## src/rtl/btn_bcd_counter.sv

```systemverilog
// btn_bcd_counter: push-button front end for the four-digit display.
// Synchronises and debounces the raw button, turns presses (and long holds)
// into increment strobes, and keeps a 4-digit packed-BCD count for the
// seven-segment scanner. Digit 3 is count[15:12], digit 0 is count[3:0].
//
// FSM states:
//   state       | meaning
//   ------------+--------------------------------------------------------
//   ST_RELEASED | button up; a rising btn_stable increments and enters HELD
//   ST_HELD     | first increment done; timing the hold-off before repeat
//   ST_REPEAT   | auto-repeat; one increment every REPEAT_CYCLES cycles
module btn_bcd_counter #(
    parameter int BTN_ACTIVE_LOW  = 1,
    parameter int DEBOUNCE_CYCLES = 250000,
    parameter int HOLD_CYCLES     = 25000000,
    parameter int REPEAT_CYCLES   = 5000000
) (
    input  logic        clk,
    input  logic        rst,
    input  logic        btn,
    input  logic        clr,
    output logic [15:0] count,
    output logic        inc_pulse,
    output logic        btn_stable
);

    localparam int DB_W    = (DEBOUNCE_CYCLES > 1) ? $clog2(DEBOUNCE_CYCLES) : 1;
    localparam int TMR_MAX = (HOLD_CYCLES > REPEAT_CYCLES) ? HOLD_CYCLES : REPEAT_CYCLES;
    localparam int TMR_W   = (TMR_MAX > 1) ? $clog2(TMR_MAX) : 1;

    localparam logic [DB_W-1:0]  DB_LAST   = DB_W'(DEBOUNCE_CYCLES - 1);
    localparam logic [TMR_W-1:0] HOLD_LAST = TMR_W'(HOLD_CYCLES - 1);
    localparam logic [TMR_W-1:0] REP_LAST  = TMR_W'(REPEAT_CYCLES - 1);

    // Raw pin level while the button is up; synchroniser resets to it so no
    // phantom press is seen coming out of reset.
    localparam logic RELEASED_LVL = (BTN_ACTIVE_LOW != 0);

    typedef enum logic [1:0] {
        ST_RELEASED = 2'd0,
        ST_HELD     = 2'd1,
        ST_REPEAT   = 2'd2
    } state_t;

    logic             sync_q1;
    logic             sync_q2;
    logic             btn_s;
    logic [DB_W-1:0]  db_cnt;
    state_t           state;
    state_t           state_nxt;
    logic [TMR_W-1:0] timer;
    logic [TMR_W-1:0] timer_nxt;
    logic             inc_req;

    // Packed-BCD +1 with ripple carry; 9999 wraps to 0000.
    function automatic logic [15:0] bcd_inc(input logic [15:0] v);
        logic [15:0] r;
        logic        carry;
        r     = v;
        carry = 1'b1;
        for (int d = 0; d < 4; d++) begin
            if (carry) begin
                if (v[4*d +: 4] >= 4'd9) begin
                    r[4*d +: 4] = 4'd0;
                end else begin
                    r[4*d +: 4] = v[4*d +: 4] + 4'd1;
                    carry       = 1'b0;
                end
            end
        end
        return r;
    endfunction

    // Two-flop synchroniser on the asynchronous button pin.
    always_ff @(posedge clk) begin
        if (rst) begin
            sync_q1 <= RELEASED_LVL;
            sync_q2 <= RELEASED_LVL;
        end else begin
            sync_q1 <= btn;
            sync_q2 <= sync_q1;
        end
    end

    // Polarity-normalised synchronised level, 1 = pressed.
    assign btn_s = sync_q2 ^ RELEASED_LVL;

    // Debounce: accept a new level only after it differs for DEBOUNCE_CYCLES cycles.
    always_ff @(posedge clk) begin
        if (rst) begin
            db_cnt     <= '0;
            btn_stable <= 1'b0;
        end else if (btn_s == btn_stable) begin
            db_cnt <= '0;
        end else if (db_cnt == DB_LAST) begin
            db_cnt     <= '0;
            btn_stable <= ~btn_stable;
        end else begin
            db_cnt <= db_cnt + DB_W'(1);
        end
    end

    // FSM state and hold/repeat timer registers.
    always_ff @(posedge clk) begin
        if (rst) begin
            state <= ST_RELEASED;
            timer <= '0;
        end else begin
            state <= state_nxt;
            timer <= timer_nxt;
        end
    end

    // Next-state logic; release always wins over a timer expiry.
    always_comb begin
        state_nxt = state;
        timer_nxt = '0;
        inc_req   = 1'b0;
        case (state)
            ST_RELEASED: begin
                if (btn_stable) begin
                    inc_req   = 1'b1;
                    state_nxt = ST_HELD;
                end
            end
            ST_HELD: begin
                if (!btn_stable) begin
                    state_nxt = ST_RELEASED;
                end else if (timer == HOLD_LAST) begin
                    inc_req   = 1'b1;
                    state_nxt = ST_REPEAT;
                end else begin
                    timer_nxt = timer + TMR_W'(1);
                end
            end
            ST_REPEAT: begin
                if (!btn_stable) begin
                    state_nxt = ST_RELEASED;
                end else if (timer == REP_LAST) begin
                    inc_req = 1'b1;
                end else begin
                    timer_nxt = timer + TMR_W'(1);
                end
            end
            default: begin
                state_nxt = ST_RELEASED;
            end
        endcase
    end

    // Count register and strobe; clr overrides a coincident increment.
    always_ff @(posedge clk) begin
        if (rst) begin
            count     <= 16'h0000;
            inc_pulse <= 1'b0;
        end else if (clr) begin
            count     <= 16'h0000;
            inc_pulse <= 1'b0;
        end else if (inc_req) begin
            count     <= bcd_inc(count);
            inc_pulse <= 1'b1;
        end else begin
            inc_pulse <= 1'b0;
        end
    end

endmodule

```

## config.mk

```make
export PLATFORM = sky130hd
export DESIGN_NAME = btn_bcd_counter
export DESIGN_NICKNAME = d
export VERILOG_FILES = /design/src/rtl/btn_bcd_counter.sv
export SDC_FILE = /design/constraint.sdc
export NUM_CORES = 1
export LEC_CHECK = 0
export CORE_ASPECT_RATIO = 1.2
export CORE_MARGIN = 3
export CORE_UTILIZATION = 25
export CTS_CLUSTER_SIZE = 12
export DETAILED_ROUTE_END_ITERATION = 16
export SLEW_MARGIN = 10
export SYNTH_ARGS = -nofsm -noshare
export SYNTH_HDL_FRONTEND = slang
export SYNTH_SLANG_ARGS = --single-unit
```

## constraint.sdc

```tcl
create_clock -name clk -period 3.7 [get_ports clk]
set_input_delay 0.555 -clock clk [delete_from_list [all_inputs] [get_ports clk]]
set_output_delay 0.555 -clock clk [all_outputs]
set_load 0.02 [all_outputs]
```

==> metrics.txt, run 1 <==
Core Area 12300 sq um; CTS resizes 0; Netlist Area Pre-Place 3210 sq um; Inserted Clock Buffers 9; slew of the pin with the lowest slew margin 922 ps; Max Root-Sink Buffers 2; initial DRC count 124; Clock Skew 7.03 ps; worst vdd ir 0.000260 V; Die Y 130 um; clk slew on worst S/H paths 50 ps; first-pass GRT wire length 11.0 mm; Synth Instances 365; Final setup violation count 0; initial core utilization 0.261; post-route cell area 3860 sq um; Area growth syn-to-layout 20.2%; sequential-to-total area share from yosys stat 0.405; Critical Path Start Type flop; # DRC 0; Area after DPL 3570 sq um; status finished clean; crit path time final 2560 ps; width of the die 109 um; post-synth net total 387; clk sinks 65; pin count of the biggest net entering global routing 26; number of flops mapped to enable cells by yosys 0; met2 WL 3.00 mm; HP Class flop to flop; fmax 390 MHz; root buffer cell clkbuf_16; commonest non-fill, non-tap cell in the layout dfxtp_1; routed length on met1 2.87 mm; Static Leakage 1.24 nW; Ant. Diodes 0; Routed Antenna Nets 0; initial antenna violation count 0; number of global-route vias before repair 2467; asr flop ratio synth 0; die area 14300 sq um; layout cells sized above 1 0.0740; postcts setup bufs 0; CTS tree done; Setup WS post-layout 1140 ps; RSZ-0062 raised after global routing false; total track usage 0.0981; drt pass-1 iters 4; dpl ws 1170 ps; total grt overflow 0; fin. max-slew vios 0; Top Layer Used met4; Row Count 44; Post-CTS Hold Fix Bufs 0; Crit path arrival time 2780 ps; WL/cell 11.4 um; Post-Syn Area per Cell 8.80 sq um; GPL Wtd Cong 0.739; CP endpoint kind flop; net count of the finished layout 409; H-tree depth 3; worst-path fanout max 8; port buffer count 21; total negative slack 0 ps; Tcrit/Tclk final 0.693; final core occ 0.313; Boundary Pins 22; max cap viols 0; Yosys reg bits 65; Final Hold Fails 0; Met3 Wirelength 287 um; Worst EP required 3910 ps; most frequent cells in the layout 65 x dfxtp_1, 57 x nor2_1, 30 x nand2_1; vias per cell 4.66; hpwl dp 4.55 mm; Clock Latency Late Sink 330 ps; synth warn 0; Worst slew margin 0.380; Cell variety after synth 54; via count 2577; Pwr per Cell Area 399 nW/um^2; critical path class flop to flop; wirelength, routed 6.31 mm; ys flop type dfxtp_1
[critical path: stages, from the launching register on]
cell      delay, ps
dfxtp_1         340
or4b_1          500
or4_4           530
a211o_4         330
a211oi_4        420
a21boi_1        240
o22ai_1          90
[synthesized netlist by cell type, types with 3 or more instances]
master | instances | area share
dfxtp_1 | 65 | 0.40
nor2_1 | 57 | 0.067
nand2_1 | 30 | 0.035
xor2_1 | 25 | 0.068
nand3_1 | 23 | 0.036
ha_1 | 18 | 0.070
inv_1 | 17 | 0.020
xnor2_1 | 13 | 0.035
nand4_1 | 11 | 0.021
a21oi_1 | 9 | 0.014
and3_1 | 7 | 0.014
clkbuf_1 | 7 | 0.0082
or3_1 | 7 | 0.014
o21ai_0 | 6 | 0.0093
nor3_1 | 5 | 0.0078
nor4_1 | 5 | 0.0097
a41oi_1 | 3 | 0.0082
and4_1 | 3 | 0.0082
o31ai_1 | 3 | 0.0070
or2_2 | 3 | 0.0058
or4b_1 | 3 | 0.0093
[power by group]
part | switching, mW | internal (mW) | total, mW
clock network | 0.289 | 0.537 | 0.826
registers | 0.000609 | 0.702 | 0.703
logic | 0.00811 | 0.00465 | 0.0128
[logic make-up after synthesis]
logic type | after synthesis | share of synthesized area
xor gates and xnor gates | 38 | 0.104
muxes | 4 | 0.0132
AOI/OAI and AO/OA | 41 | 0.0993
and+or+nand+nor | 172 | 0.272
DFF | 65 | 0.405
adders and majority gates | 18 | 0.0701
buffers and inverters | 27 | 0.0366
[metal layers]
metal  vias up  GRT usage
li1       1304          -
met1      1223      0.109
met2        41      0.160
met3         9     0.0376
met4         0     0.0536
met5         -          0
[path summary, 6_finish.rpt]
path	start	endpoint	slack [ps]	cells after the start
worst max register to register	timer[6]$_SDFF_PP0_	count[14]$_SDFFE_PP0P_	1140	6
worst min register to register	sync_q1$_SDFF_PP1_	sync_q2$_SDFF_PP1_	400	1
worst min-delay path	sync_q1$_SDFF_PP1_	sync_q2$_SDFF_PP1_	400	1
worst max-delay path	timer[6]$_SDFF_PP0_	count[14]$_SDFFE_PP0P_	1140	6
[state kept, by name, indices dropped and copies added, names as in the netlist]
register	count
sync_q1	1
db_cnt	18
timer	25
inc_pulse	1
state	2
count	16
sync_q2	1
btn_stable	1
[metrics by stage]
step	total power [mW]	hold slack, ps	cells
after global placement	0.730	393	537
after floorplan	0.725	389	365
final	1.54	403	553
after detailed placement	0.730	395	537
after global routing	1.60	416	553
after CTS	1.57	404	553
[cell type report]
class / count / area [sq um]
fillers: 1290 / 8470
multi-input cells: 273 / 1790
well taps: 161 / 201
flip-flops and latches: 65 / 1300
clock buffers: 13 / 250
clock inverters: 3 / 40.0
repair buffers: 21 / 210
inverters: 17 / 63.8
No activity file was read; power rests on OpenSTA's default activity.
==> inputs of run 2 (changes only) <==
==> constraint.sdc (replaced) <==
create_clock -name clk -period 2.4 [get_ports clk]
set_input_delay 0.36 -clock clk [delete_from_list [all_inputs] [get_ports clk]]
set_output_delay 0.36 -clock clk [all_outputs]
set_load 0.02 [all_outputs]
==> metrics.txt, run 2 (same netlist as run 1, synthesis figures left out) <==
clk sinks 65; H-tree depth 3; fin. max-slew vios 0; slew of the pin with the lowest slew margin 465 ps; Regs by FF count timer: 25 flops, db_cnt: 18 flops, count: 16 flops; violated checks negative setup slack; global route hottest layer met2; Routed Antenna Nets 0; RSZ-0062 raised after global routing true; max cap viols 0; Worst slew margin 0.687; crit path time final 2420 ps; critical path class flop to flop; Final Hold Fails 0; initial core utilization 0.261; Crit path arrival time 2680 ps; grt met3 use 0.0327; Row Count 44; total power 2.52 mW; fmax 413 MHz; port buffer count 21; Tcrit/Tclk final 1.01; GPL Wtd Cong 0.777; Top reg by flops timer; first-pass GRT wire length 11.6 mm; HP Class flop to flop; WL/cell 11.3 um; Area after DPL 3760 sq um; total negative slack -56.5 ps; initial antenna violation count 0; Final setup violation count 5; CP endpoint kind flop; Boundary Pins 22; initial DRC count 162; worst-path fanout max 4; hpwl dp 4.70 mm; Area growth syn-to-layout 28.7%; commonest non-fill, non-tap cell in the layout dfxtp_1; routing usage on met1 0.119; most frequent cells in the layout 64 x dfxtp_1, 57 x nor2_1, 30 x nand2_1; post-route cell area 4140 sq um; Pwr per Cell Area 610 nW/um^2; Inserted Clock Buffers 9; pin count of the biggest net entering global routing 26; Clock Skew 5.62 ps; Max Root-Sink Buffers 2; total grt overflow 0; total track usage 0.102; clk slew on worst S/H paths 60 ps; Core Area 12300 sq um; status finished, violations left; Static Leakage 1.41 nW; Cells after DPL 560; wirelength, routed 6.54 mm; die area 14300 sq um; Clock Latency Late Sink 330 ps; via count 2635; Setup WS post-layout -20.0 ps; width of the die 109 um; Critical Path Start Type flop; number of global-route vias before repair 2528; root buffer cell clkbuf_16; R2R Setup Slk -20 ps; net count of the finished layout 433; max reg flops 25; Post-CTS Hold Fix Bufs 0; Worst EP required 2660 ps; drt pass-1 iters 6; grt met2 use 0.170; vias per cell 4.57; layout cells sized above 1 0.151; worst vdd ir 0.000374 V; dpl ws -23.7 ps; non-filler instance count after layout 577; Die Y 130 um; # DRC 0; Ant. Diodes 0; CTS tree done
run 2: cell types whose count changed in the layout (fill, tap and decap cells not counted), moves of 2 or more:
cell	previous run	this run
buf_4	0	22
clkbuf_1	3	0
or4b_1	3	1
or4b_4	0	2
run 2: timing repair:
action	in CTS	in global routing
endpoints found under the setup margin	5	14
setup buffers	1	0
resized for setup	2	8
pin swaps	4	8
run 2: critical path, stage by stage, from the launching register on:
cell      delay, ps
dfxtp_2         310
or4b_4          510
or4_4           540
a211oi_4        200
o211ai_2        140
or4b_4          510
a21oi_2         140
run 2: final cells by class:
| cell class | instances | area (sq um) |
|---|---|---|
| Clock buffer | 10 | 239 |
| Clock inverter | 6 | 90.1 |
| Fill cell | 1268 | 8200 |
| Inverter | 17 | 63.8 |
| Multi-Input combinational cell | 273 | 1830 |
| Sequential cell | 65 | 1300 |
| Tap cell | 161 | 201 |
| Timing Repair Buffer | 45 | 407 |
run 2: final timing paths:
path                            cells after the start                 start                    end
worst max-delay path                                6  timer[23]$_SDFF_PP0_  count[6]$_SDFFE_PP0P_
worst min-delay path                                1    sync_q1$_SDFF_PP1_     sync_q2$_SDFF_PP1_
worst max register to register                      6  timer[23]$_SDFF_PP0_  count[6]$_SDFFE_PP0P_
worst min register to register                      1    sync_q1$_SDFF_PP1_     sync_q2$_SDFF_PP1_
run 2: stage by stage:
step                       util  hold slack, ps
after detailed placement  0.305             401
after CTS                 0.333             414
after global placement    0.305             394
final                     0.335             412
after floorplan               -             389
after global routing      0.335             435
run 2: report_power, final:
group          switching [mW]  leakage, nW  internal, mW  total (mW)
sequential           0.000934        0.524          1.08        1.08
clock                   0.480        0.159         0.940        1.42
combinational          0.0128        0.723       0.00878      0.0216
run 2: per-layer routing:
layer	share of wire	up-vias
met5	0	-
met3	0.047	9
met2	0.48	35
met4	0.019	0
li1	-	1363
met1	0.45	1228
==> inputs of run 3 (changes only) <==
--- a/config.mk
+++ b/config.mk
@@ -10,6 +10,7 @@
 export CORE_UTILIZATION = 25
 export CTS_CLUSTER_SIZE = 12
 export DETAILED_ROUTE_END_ITERATION = 16
+export PLACE_DENSITY_LB_ADDON = 0.08
 export SLEW_MARGIN = 10
 export SYNTH_ARGS = -nofsm -noshare
 export SYNTH_HDL_FRONTEND = slang
==> metrics.txt, run 3 (same netlist as run 1, synthesis figures left out) <==
status finished, violations left; violated checks negative setup slack; RSZ-0062 raised after global routing true; sw frac 0.197; crit path time final 2430 ps; RR Endpoint count[15]$_SDFFE_PP0P_; number of global-route vias before repair 2511; Crit path arrival time 2690 ps; clock group share of total power 0.562; vias per cell 4.46; Seq pwr share 0.429; Core Area 12300 sq um; Final setup violation count 3; R2R Setup Slk -30 ps; Final Hold Fails 0; worst vdd ir 0.000339 V; wirelength, routed 7.24 mm; total grt overflow 0; Critical Path Start Type flop; Row Count 44; net count of the finished layout 445; routing usage on met1 0.134; Die Y 130 um; root buffer cell clkbuf_16; commonest non-fill, non-tap cell in the layout dfxtp_1; clk slew on worst S/H paths 60 ps; CTS tree done; Area growth syn-to-layout 31.7%; post-route cell area 4230 sq um; pin count of the biggest net entering global routing 19; Clock Latency Late Sink 330 ps; grt met3 use 0.0228; total track usage 0.109; max reg flops 25; hold_sp sync_q1$_SDFF_PP1_; fin. max-slew vios 0; # DRC 0; Setup WS post-layout -33.1 ps; Area after DPL 3830 sq um; clk sinks 65; Comb pwr share 0.009; non-filler instance count after layout 589; WL/cell 12.3 um; RR Startpoint timer[10]$_SDFF_PP0_; Worst slew margin 0.671; worst-path fanout max 6; Setup crit start timer[10]$_SDFF_PP0_; FF-to-FF path depth 7; Ant. Diodes 0; Cells after DPL 572; Top reg by flops timer; slew of the pin with the lowest slew margin 490 ps; Routed Antenna Nets 0; CP endpoint kind flop; port buffer count 21; Max Root-Sink Buffers 2; width of the die 109 um; layout cells sized above 1 0.180; critical path class flop to flop; initial core utilization 0.261; P_sw 0.498 mW; Boundary Pins 22; Tcrit/Tclk final 1.01; initial antenna violation count 0; hpwl dp 5.27 mm; Inserted Clock Buffers 9; CP Capture Point count[15]$_SDFFE_PP0P_; via count 2628; Pwr per Cell Area 596 nW/um^2; initial DRC count 96; P_int 2.03 mW; Clock Skew 7.30 ps; most frequent cells in the layout 64 x dfxtp_1, 56 x nor2_1, 34 x buf_4; Regs by FF count timer: 25 flops, db_cnt: 18 flops, count: 16 flops; Static Leakage 1.48 nW; global route hottest layer met2; first-pass GRT wire length 12.1 mm; grt met2 use 0.178; GPL Wtd Cong 0.745; fmax 411 MHz; HP Class flop to flop; max cap viols 0; drt pass-1 iters 4; H-tree depth 3; Worst EP required 2650 ps; die area 14300 sq um
-- run 3: cell count changes in the layout (fill, tap and decap cells not counted), moves of 2 or more --
cell      change
buf_4        +12
a211oi_2      +2
mux2_1        -2
mux2_4        +2
or4b_1        +2
or4b_4        -2
-- run 3: worst max-delay path: stages, from the launching register on --
cell and delay (ps):
dfxtp_2 310, or4b_1 510, or4_4 530, a211o_4 330, a211oi_4 360, buf_6 160, nor2_4 30, a211oi_2 130
-- run 3: how the worst min path moves through the flow --
| stage | endpoint | depth (start not counted) |
|---|---|---|
| 4_1_cts | sync_q2$_SDFF_PP1_ | 1 |
| 3_5_place_dp | sync_q2$_SDFF_PP1_ | 1 |
| 3_3_place_gp | sync_q2$_SDFF_PP1_ | 1 |
| 5_1_grt | sync_q2$_SDFF_PP1_ | 1 |
| 2_1_floorplan | sync_q2$_SDFF_PP1_ | 1 |
| 6_report | sync_q2$_SDFF_PP1_ | 1 |
-- run 3: power by group through the flow --
stage,logic (mW),registers [mW],clock network (mW)
after global placement,0.0239,1.11,0
final,0.0232,1.08,1.42
after floorplan,0.0127,1.11,0
after detailed placement,0.0235,1.11,0
after CTS,0.0237,1.08,1.48
after global routing,0.0260,1.08,1.51
-- run 3: metal layers --
layer | wire [um] | vias up
met2 | 3390 | 27
met5 | 0 | -
met3 | 199 | 10
met4 | 169 | 0
li1 | - | 1379
met1 | 3480 | 1212
-- run 3: area by class of cell --
type	count	area (sq um)
multi-input combinational	273	1860
clock buffer	11	243
timing repair buffer	57	488
sequential	65	1300
inverter	17	63.8
clock inverter	5	78.8
tap	161	201
fill	1304	8100
-- run 3: metrics by stage --
stage	utilization	total power, mW	hold WS (ps)	TNS, ps	setup WS, ps
6_report	0.343	2.52	405	-73.8	-33.1
5_1_grt	0.343	2.62	414	-722	-118
3_5_place_dp	0.311	1.13	393	-49.3	-34.3
4_1_cts	0.338	2.58	407	-22.6	-13.1
2_1_floorplan	-	1.12	389	0	28.5
3_3_place_gp	0.311	1.13	392	-12.9	-12.9
-- run 3: what timing repair did --
item	in CTS	in global routing
cloned	0	0
pin swaps	2	11
buffers inserted	0	1
hold buffers	0	0
endpoints found under the setup margin	9	15
gates resized for setup	3	13
